`src/rtl/pipe_ctrl_pkg.sv`:
```
// Shared opcode, ALU-op and control-bundle definitions for the pipelined control unit.
package pipe_ctrl_pkg;

  localparam logic [5:0] OP_RTYPE = 6'b000000;
  localparam logic [5:0] OP_LW    = 6'b100011;
  localparam logic [5:0] OP_SW    = 6'b101011;
  localparam logic [5:0] OP_ADDI  = 6'b001000;
  localparam logic [5:0] OP_BEQ   = 6'b000100;
  localparam logic [5:0] OP_J     = 6'b000010;

  localparam logic [1:0] ALU_ADD   = 2'b00;
  localparam logic [1:0] ALU_SUB   = 2'b01;
  localparam logic [1:0] ALU_FUNCT = 2'b10;

  typedef struct packed {
    logic       reg_dst;
    logic       alu_src;
    logic       mem_to_reg;
    logic       reg_write;
    logic       mem_read;
    logic       mem_write;
    logic       branch;
    logic [1:0] alu_op;
    logic       jump;
  } ctrl_t;

  localparam ctrl_t CTRL_NOP = '0;

  // Opcodes whose rt field is a source operand rather than a destination.
  function automatic logic reads_rt(input logic [5:0] op);
    return (op == OP_RTYPE) || (op == OP_SW) || (op == OP_BEQ);
  endfunction

endpackage

```
`src/rtl/ctrl_decode.sv`:
```
// Combinational opcode decoder: produces the control bundle and an illegal-opcode flag.
module ctrl_decode
  import pipe_ctrl_pkg::*;
(
  input  logic [5:0] opCode,
  output ctrl_t      ctrl,
  output logic       illegal
);

  always_comb begin
    ctrl    = CTRL_NOP;
    illegal = 1'b0;
    case (opCode)
      OP_RTYPE: begin
        ctrl.reg_dst   = 1'b1;
        ctrl.reg_write = 1'b1;
        ctrl.alu_op    = ALU_FUNCT;
      end
      OP_LW: begin
        ctrl.alu_src    = 1'b1;
        ctrl.mem_to_reg = 1'b1;
        ctrl.reg_write  = 1'b1;
        ctrl.mem_read   = 1'b1;
        ctrl.alu_op     = ALU_ADD;
      end
      OP_SW: begin
        ctrl.alu_src   = 1'b1;
        ctrl.mem_write = 1'b1;
        ctrl.alu_op    = ALU_ADD;
      end
      OP_ADDI: begin
        ctrl.alu_src   = 1'b1;
        ctrl.reg_write = 1'b1;
        ctrl.alu_op    = ALU_ADD;
      end
      OP_BEQ: begin
        ctrl.branch = 1'b1;
        ctrl.alu_op = ALU_SUB;
      end
      OP_J: begin
        ctrl.jump = 1'b1;
      end
      default: begin
        illegal = 1'b1;
      end
    endcase
  end

endmodule

```
`src/rtl/pipe_control_unit.sv`:
```
// Pipelined control unit: decodes in ID and carries controls through ID/EX, EX/MEM, MEM/WB.
// Define PIPE_CTRL_HAZARD_EN to compile in load-use hazard detection (stallOut).
module pipe_control_unit
  import pipe_ctrl_pkg::*;
#(
  parameter int ALUOP_W = 2,
  parameter int REG_W   = 5
) (
  input  logic               clk,
  input  logic               rst,
  input  logic [5:0]         opCode,
  input  logic [REG_W-1:0]   idRs,
  input  logic [REG_W-1:0]   idRt,
  input  logic [REG_W-1:0]   idRd,
  input  logic               stallIn,
  input  logic               flushIn,
  output logic               exRegDst,
  output logic               exAluSrc,
  output logic               exBranch,
  output logic               exJump,
  output logic [ALUOP_W-1:0] exAluOp,
  output logic               memMemRead,
  output logic               memMemWrite,
  output logic               memBranch,
  output logic               wbMemToReg,
  output logic               wbRegWrite,
  output logic [REG_W-1:0]   wbDestReg,
  output logic               exValid,
  output logic               memValid,
  output logic               wbValid,
  output logic               exIllegal,
  output logic               stallOut
);

  ctrl_t            id_ctrl;
  logic             id_illegal;
  logic [REG_W-1:0] id_dest;

  ctrl_decode u_decode (
    .opCode  (opCode),
    .ctrl    (id_ctrl),
    .illegal (id_illegal)
  );

  assign id_dest = id_ctrl.reg_dst ? idRd : idRt;

  // ID/EX stage registers
  ctrl_t            ctrl_p0;
  logic             vld_p0;
  logic             ill_p0;
  logic [REG_W-1:0] dest_p0;

  // EX/MEM stage registers
  logic             m2r_p1;
  logic             rw_p1;
  logic             mr_p1;
  logic             mw_p1;
  logic             br_p1;
  logic             vld_p1;
  logic [REG_W-1:0] dest_p1;

  // MEM/WB stage registers
  logic             m2r_p2;
  logic             rw_p2;
  logic             vld_p2;
  logic [REG_W-1:0] dest_p2;

  always_ff @(posedge clk) begin
    if (rst) begin
      ctrl_p0 <= CTRL_NOP;
      vld_p0  <= 1'b0;
      ill_p0  <= 1'b0;
      dest_p0 <= '0;
      m2r_p1  <= 1'b0;
      rw_p1   <= 1'b0;
      mr_p1   <= 1'b0;
      mw_p1   <= 1'b0;
      br_p1   <= 1'b0;
      vld_p1  <= 1'b0;
      dest_p1 <= '0;
      m2r_p2  <= 1'b0;
      rw_p2   <= 1'b0;
      vld_p2  <= 1'b0;
      dest_p2 <= '0;
    end else if (!stallIn) begin
      // MEM/WB advances on both flush and load-use stall.
      m2r_p2  <= m2r_p1;
      rw_p2   <= rw_p1;
      vld_p2  <= vld_p1;
      dest_p2 <= dest_p1;
      if (flushIn) begin
        ctrl_p0 <= CTRL_NOP;
        vld_p0  <= 1'b0;
        ill_p0  <= 1'b0;
        dest_p0 <= '0;
        m2r_p1  <= 1'b0;
        rw_p1   <= 1'b0;
        mr_p1   <= 1'b0;
        mw_p1   <= 1'b0;
        br_p1   <= 1'b0;
        vld_p1  <= 1'b0;
        dest_p1 <= '0;
      end else begin
        m2r_p1  <= ctrl_p0.mem_to_reg;
        rw_p1   <= ctrl_p0.reg_write;
        mr_p1   <= ctrl_p0.mem_read;
        mw_p1   <= ctrl_p0.mem_write;
        br_p1   <= ctrl_p0.branch;
        vld_p1  <= vld_p0;
        dest_p1 <= dest_p0;
        if (stallOut) begin
          ctrl_p0 <= CTRL_NOP;
          vld_p0  <= 1'b0;
          ill_p0  <= 1'b0;
          dest_p0 <= '0;
        end else begin
          ctrl_p0 <= id_ctrl;
          vld_p0  <= 1'b1;
          ill_p0  <= id_illegal;
          dest_p0 <= id_dest;
        end
      end
    end
  end

`ifdef PIPE_CTRL_HAZARD_EN
  logic rs_hit;
  logic rt_hit;

  assign rs_hit   = (dest_p0 == idRs);
  assign rt_hit   = (dest_p0 == idRt) && reads_rt(opCode);
  assign stallOut = vld_p0 && ctrl_p0.mem_read && (dest_p0 != '0) && (rs_hit || rt_hit);
`else
  logic unused_rs;

  assign unused_rs = ^idRs;
  assign stallOut  = 1'b0;
`endif

  assign exRegDst    = ctrl_p0.reg_dst;
  assign exAluSrc    = ctrl_p0.alu_src;
  assign exBranch    = ctrl_p0.branch;
  assign exJump      = ctrl_p0.jump;
  assign exAluOp     = ALUOP_W'(ctrl_p0.alu_op);
  assign exValid     = vld_p0;
  assign exIllegal   = ill_p0;

  assign memMemRead  = mr_p1 & vld_p1;
  assign memMemWrite = mw_p1 & vld_p1;
  assign memBranch   = br_p1 & vld_p1;
  assign memValid    = vld_p1;

  assign wbMemToReg  = m2r_p2;
  assign wbRegWrite  = rw_p2 & vld_p2;
  assign wbDestReg   = dest_p2;
  assign wbValid     = vld_p2;

endmodule

```
`config.mk`:
```
export PLATFORM = sky130hd
export DESIGN_NAME = pipe_control_unit
export DESIGN_NICKNAME = d
export VERILOG_FILES = /design/src/rtl/pipe_ctrl_pkg.sv /design/src/rtl/ctrl_decode.sv /design/src/rtl/pipe_control_unit.sv
export SDC_FILE = /design/constraint.sdc
export NUM_CORES = 1
export LEC_CHECK = 0
export CORE_MARGIN = 8
export CORE_UTILIZATION = 51
export CTS_CLUSTER_SIZE = 24
export DETAILED_ROUTE_END_ITERATION = 10
export MAX_ROUTING_LAYER = met4
export PLACE_DENSITY_LB_ADDON = 0.25
export SLEW_MARGIN = 5
export SYNTH_ARGS = -nofsm -noshare
export SYNTH_HDL_FRONTEND = slang
export SYNTH_HIERARCHICAL = 1
export SYNTH_SLANG_ARGS = --single-unit
```
`constraint.sdc`:
```
create_clock -name clk -period 4.1 [get_ports clk]
set_clock_uncertainty 0.05 [all_clocks]
set_input_delay 0.82 -clock clk [delete_from_list [all_inputs] [get_ports clk]]
set_output_delay 0.82 -clock clk [all_outputs]
set_load 0.05 [all_outputs]
```
==> reports/results.ini, run 1 <==
[route]
detail_route.first_pass.iterations=4
drc=0
avgRoutedWirePerCell_um=13.2
via_per_inst=5.22
antenna_left=0
wl_um=3270
vias=1295
drtIter0Drc=62

[clock_tree]
post_cts_buffers=0
cts_tree=yes
cts.sinks=36
cts_htree_levels=2
holdBufCountCts=0
cts_made_buffers=5
cts.path.max_buffers=2
cts_root_buffer=clkbuf_4
cts_resized=0
clk_pin_slew_ns=0.10
worstSkewPairLatency_ns=0.34

[cells_and_area]
fin_nets=228
drive_above_1_share_pct=9.31
fill_cells=259
syn_to_final_growth_pct=25.8
antenna_cells=0
final_common_cell=clkdlybuf4s50_1
layout_common_cells=clkdlybuf4s50_1 (38), dfxtp_1 (36), a21oi_1 (25)

[synth]
synthCells=173
synth_edf_count=0
synth-seq-cells=36
yosysSeqAreaShare_pct=44.4
synth.distinct_cells=28
synth-async-reset-ratio_pct=0
synth.net_count=198
synth-warning-count=6
ys.flop_type=dfxtp_1
synth_area_per_cell_um2=9.37
synth_area_um2=1620

[timing]
rsz0062_at_grt=no
setup_tns_ns=0
finalSetupViolCount=0
fmax_ghz=0.391
fin_ws_ns=1.54
relSlewSlack_pct=42.3
worst_pin_slew_ns=0.866
fin_crit_sh_pct=62.4
min_period_ns=2.56
hold_viol_final=0
finalMaxSlewViolations=0

[placement]
io_buffers=39
dp_hpwl_um=2260
globalplace.congestion=0.793
dp_slack_ns=1.33

[global_route]
use_met2_pct=22.3
grt_busiest_layer=met2
grt_pass1_wl_um=5360
antenna_found_initial=0
grt.met3_usage_pct=4.82
grtUsageMet1_pct=13.3
grt_overflow=0
grt_pass1_vias=1252
grt_use_total_pct=13.2
grt_max_degree=57

[floorplan]
placementRows=20
io_pins=46
initial_utilization_pct=53.6
die_w_um=72.4
dieArea_um2=5240
die_h_um=72.4
coreArea_um2=3030

[power]
cellLeakagePower_nw=0.667
powerDensity_nw_per_um2=329
irDropWorstVdd_mv=0.176

[critical_path]
critPathRequiredTime_ns=3.23
cp_max_fo=6
arrival_ns=1.69
path_class=flop to primary output
crit_path_end_kind=primary output
worstSetupStartpointType=flop

[hold_path]
hold_class=flop to flop

[run]
cap_viol_max_count=0

[outcome]
outcome=finished clean

==> final cells by class <==
type,count,area (um^2),area share [%]
Timing Repair Buffer,41,400,19.6
Multi-Input combinational cell,119,785,38.4
Clock inverter,3,42.5,2.08
Tap cell,44,55.1,2.70
Clock buffer,5,37.5,1.84
Sequential cell,36,721,35.3
==> critical path, cell delays in order (launching register included) <==
cell	delay [ns]
dfxtp_1	0.41
and2_1	0.15
clkdlybuf4s50_1	0.80
==> where the power goes <==
group          internal [W]  total [W]  switching, W
Combinational     0.0000300  0.0000671     0.0000370
Clock              0.000127   0.000247      0.000120
Sequential         0.000354   0.000357    0.00000255
Total              0.000511   0.000670      0.000159
==> cells in the mapped netlist (3+ instances only) <==
library cell / number / share of area, %
buf_4: 6 / 2.8
nand2_1: 23 / 5.3
dfxtp_1: 36 / 44
and2_1: 4 / 1.5
buf_6: 3 / 2.1
or3b_1: 19 / 10
or3b_2: 3 / 1.6
o2bb2ai_1: 5 / 2.7
mux2i_1: 13 / 8.0
nor4_1: 3 / 1.2
clkbuf_1: 6 / 1.4
nor2_1: 8 / 1.9
a21oi_1: 25 / 7.7
==> metrics by stage <==
stage / total power [W] / util [%] / hold slack, ns / area (um^2) / std cells
final: 0.000670 / 67.4 / 0.416 / 2040 / 248
after global routing: 0.000699 / 67.4 / 0.434 / 2040 / 248
after floorplan: 0.000405 / - / 0.373 / 1620 / 173
after detailed placement: 0.000432 / 64.8 / 0.395 / 1960 / 240
after global placement: 0.000430 / 64.8 / 0.392 / 1960 / 240
after CTS: 0.000679 / 67.4 / 0.416 / 2040 / 248
==> kinds of logic (layout without fill, tap and decap cells) <==
family	Yosys count	count (layout)	share of synthesized area (%)
other cells	1	1	0.231
flops	36	36	44.4
mux	13	13	8.02
buf+inv	18	49	7.18
simple gates	73	73	28.5
compound gates	31	31	11.0
fa+ha+maj	1	1	0.617
==> routing by layer <==
layer | vias to the layer above | wire length (um)
met5 | - | 0
met4 | 0 | 23
met3 | 2 | 166
met2 | 28 | 1630
met1 | 606 | 1450
li1 | 659 | -
==> path summary, 6_finish.rpt <==
path	start	end	slack, ns	cells after the start
setup / recovery	memValid$_SDFFE_PP0N_	memMemRead	1.54	2
hold / removal	br_p1$_SDFFE_PP0N_	br_p1$_SDFFE_PP0N_	0.42	2
setup reg to reg	dest_p0[1]$_SDFFE_PP0N_	dest_p1[1]$_SDFFE_PP0N_	3.05	2
hold reg to reg	br_p1$_SDFFE_PP0N_	br_p1$_SDFFE_PP0N_	0.42	2
==> registers in the layout, summed over array words and instances (netlist names), 2 cells and up <==
| name | count |
|---|---|
| dest_p1 | 5 |
| ctrl_p0 | 4 |
| exAluOp | 2 |
| dest_p0 | 5 |
| wbDestReg | 5 |
Power figures use the tool's default switching activity.
==> run 2, diff against run 1 <==
--- a/config.mk
+++ b/config.mk
@@ -6,7 +6,7 @@
 export NUM_CORES = 1
 export LEC_CHECK = 0
 export CORE_MARGIN = 8
-export CORE_UTILIZATION = 51
+export CORE_UTILIZATION = 47
 export CTS_CLUSTER_SIZE = 24
 export DETAILED_ROUTE_END_ITERATION = 10
 export MAX_ROUTING_LAYER = met4
==> constraint.sdc (replaced) <==
create_clock -name clk -period 2.4 [get_ports clk]
set_clock_uncertainty 0.05 [all_clocks]
set_input_delay 0.48 -clock clk [delete_from_list [all_inputs] [get_ports clk]]
set_output_delay 0.48 -clock clk [all_outputs]
set_load 0.05 [all_outputs]
==> run 2 against run 1 <==
Compared with the run above: power increased by 57%; sequential power rose by 71%; clock-buffer cell count did not move; highest routed layer unchanged.
==> reports/results.ini, run 2 (same netlist as run 1, synthesis figures left out) <==
[floorplan]
placementRows=21  ; +5.0%
die_h_um=74.7  ; +3.2%
die_w_um=74.7  ; +3.2%
initial_utilization_pct=48.6  ; -5.0 points
coreArea_um2=3340  ; +10%
dieArea_um2=5590  ; +6.6%
io_pins=46  ; unchanged

[critical_path]
slowest_stage=clkdlybuf4s50_1
worst_r2r_path_depth=2  ; unchanged
critPathTopFamily=buffers and inverters
critPathRequiredTime_ns=1.87  ; -1.36 ns
crit_start=memValid$_SDFFE_PP0N_
arrival_ns=1.72  ; +0.03 ns
reg2reg_slack_ns=1.34  ; -1.71 ns
r2r-start=dest_p0[0]$_SDFFE_PP0N_
path_class=flop to primary output
crit_chain=and2_1 > clkdlybuf4s50_1
crit_path_end_kind=primary output
crit_buf_inv=1  ; unchanged
crit_path_max_incr_delay_ns=0.80  ; about the same
cp_max_fo=6  ; unchanged
worstSetupStartpointType=flop
rr_endpoint=dest_p1[0]$_SDFFE_PP0N_

[power]
p_int_w=0.000774  ; +51%
cellLeakagePower_nw=0.685  ; +2.7%
p_clk_share_pct=30.5  ; -6.3 points
seq_power_share_pct=58.1  ; +4.9 points
switchingPower_w=0.000275  ; +73%
netSwitchingFraction_pct=26.3  ; +2.5 points
pwr-share-comb_pct=11.5  ; +1.5 points
irDropWorstVdd_mv=0.244  ; +38%
p_total_w=0.00105  ; +57%
powerDensity_nw_per_um2=510  ; +55%

[route]
wl_um=3200  ; -2.1%
vias=1302  ; +0.54%
antenna_left=0  ; unchanged
via_per_inst=5.11  ; -2.2%
drc=0  ; unchanged
avgRoutedWirePerCell_um=12.5  ; -4.8%
detail_route.first_pass.iterations=4  ; unchanged
drtIter0Drc=79  ; +27%

[global_route]
grt_pass1_wl_um=5270  ; -1.7%
antenna_found_initial=0  ; unchanged
grt_use_total_pct=12.5  ; -0.68 points
grt_max_degree=57  ; unchanged
grt_overflow=0  ; unchanged
grt_pass1_vias=1230  ; -1.8%

[clock_tree]
cts.path.max_buffers=2  ; unchanged
clk_pin_slew_ns=0.11  ; about the same
worstSkewPairLatency_ns=0.34  ; about the same
cts_htree_levels=2  ; unchanged
holdBufCountCts=0  ; unchanged
post_cts_buffers=0  ; unchanged
cts_tree=yes
cts_resized=0  ; unchanged
cts.sinks=36  ; unchanged
cts_root_buffer=clkbuf_4
cts_made_buffers=5  ; unchanged

[timing]
hold_viol_final=0  ; unchanged
rsz0062_at_grt=no
relSlewSlack_pct=42.7  ; +0.40 points
min_period_ns=2.25
setup_tns_ns=0  ; unchanged
fin_crit_sh_pct=93.8
worst_pin_slew_ns=0.860  ; -0.00602 ns
finalSetupViolCount=0  ; unchanged
finalMaxSlewViolations=0  ; unchanged
fmax_ghz=0.444

[placement]
dp_hpwl_um=2280  ; +0.72%
place_area_um2=2000  ; +2.0%
globalplace.congestion=0.847  ; +6.8%
io_buffers=39  ; unchanged

[cells_and_area]
syn_to_final_growth_pct=26.9
fin_nets=233  ; +2.2%
antenna_cells=0  ; unchanged
drive_above_1_share_pct=11.5  ; +2.2 points
final_cell_area_um2=2060  ; +0.80%
fill_cells=320  ; +24%
layout_common_cells=clkdlybuf4s50_1 (38), dfxtp_1 (36), a21oi_1 (25)
final_common_cell=clkdlybuf4s50_1

[hold_path]
hold_class=flop to flop
min_to=ctrl_p0[7]$_SDFFE_PP0N_
hp-start=ctrl_p0[7]$_SDFFE_PP0N_
holdPathStages=2  ; unchanged

[run]
cap_viol_max_count=0  ; unchanged

[outcome]
outcome=finished clean

run 2: changes by cell type in the layout (fill, tap and decap cells not counted), sizes merged:
cell	previous run	this run
bufinv	1	0
clkinv	1	3
buf	3	8
clkinvlp	1	0
run 2: worst min-delay path: stages, from the launching register on:
cell and delay (ns):
dfxtp_1 0.32, nand2_1 0.06, a21oi_1 0.05
run 2: stage by stage:
stage,instances,hold WS (ns),setup WS [ns],util [%]
2_1_floorplan,173,0.373,0.560,-
3_3_place_gp,247,0.395,0.0847,60.0
3_5_place_dp,247,0.398,0.0415,60.0
4_1_cts,255,0.415,0.128,61.6
5_1_grt,255,0.436,0.0750,61.6
6_report,255,0.414,0.150,61.6
run 2: area by class of cell:
type	instances	area (um^2)	area share [%]
multi-input combinational	119	785	38.1
clock inverter	3	18.8	0.912
tap	46	57.6	2.80
clock buffer	5	37.5	1.82
sequential	36	721	35.0
timing repair buffer	46	438	21.3
run 2: power by group through the flow:
stage	sequential, W	clock [W]	combinational, W
3_5_place_dp	0.000623	0	0.000121
4_1_cts	0.000609	0.000329	0.000121
6_report	0.000609	0.000320	0.000121
5_1_grt	0.000611	0.000356	0.000130
2_1_floorplan	0.000632	0	0.0000606
3_3_place_gp	0.000623	0	0.000118
run 2: metal layers:
metal | GRT usage (%) | up-vias | routed length (um)
met3 | 3.73 | 6 | 165
met4 | 6.96 | 0 | 70
met1 | 13.7 | 592 | 1440
met2 | 19.7 | 30 | 1530
met5 | - | - | 0
li1 | - | 674 | -
run 2: worst max path at each step:
stage                                  to  slack [ns]  cells past startpoint
global placement    exAluSrc$_SDFFE_PP0N_        0.08                      6
global route                    memBranch        0.07                      2
finish                         memMemRead        0.15                      2
CTS                            memMemRead        0.13                      2
detailed placement  exAluSrc$_SDFFE_PP0N_        0.04                      6
floorplan           exRegDst$_SDFFE_PP0N_        0.56                      5
==> run 3, diff against run 2 <==
--- a/config.mk
+++ b/config.mk
@@ -11,8 +11,10 @@
 export DETAILED_ROUTE_END_ITERATION = 10
 export MAX_ROUTING_LAYER = met4
 export PLACE_DENSITY_LB_ADDON = 0.25
+export SKIP_LAST_GASP = 1
 export SLEW_MARGIN = 5
 export SYNTH_ARGS = -nofsm -noshare
 export SYNTH_HDL_FRONTEND = slang
 export SYNTH_HIERARCHICAL = 1
 export SYNTH_SLANG_ARGS = --single-unit
+export TNS_END_PERCENT = 1
==> results of run 3 <==
No change in the layout: final DEF, timing and power equal those of run 2.
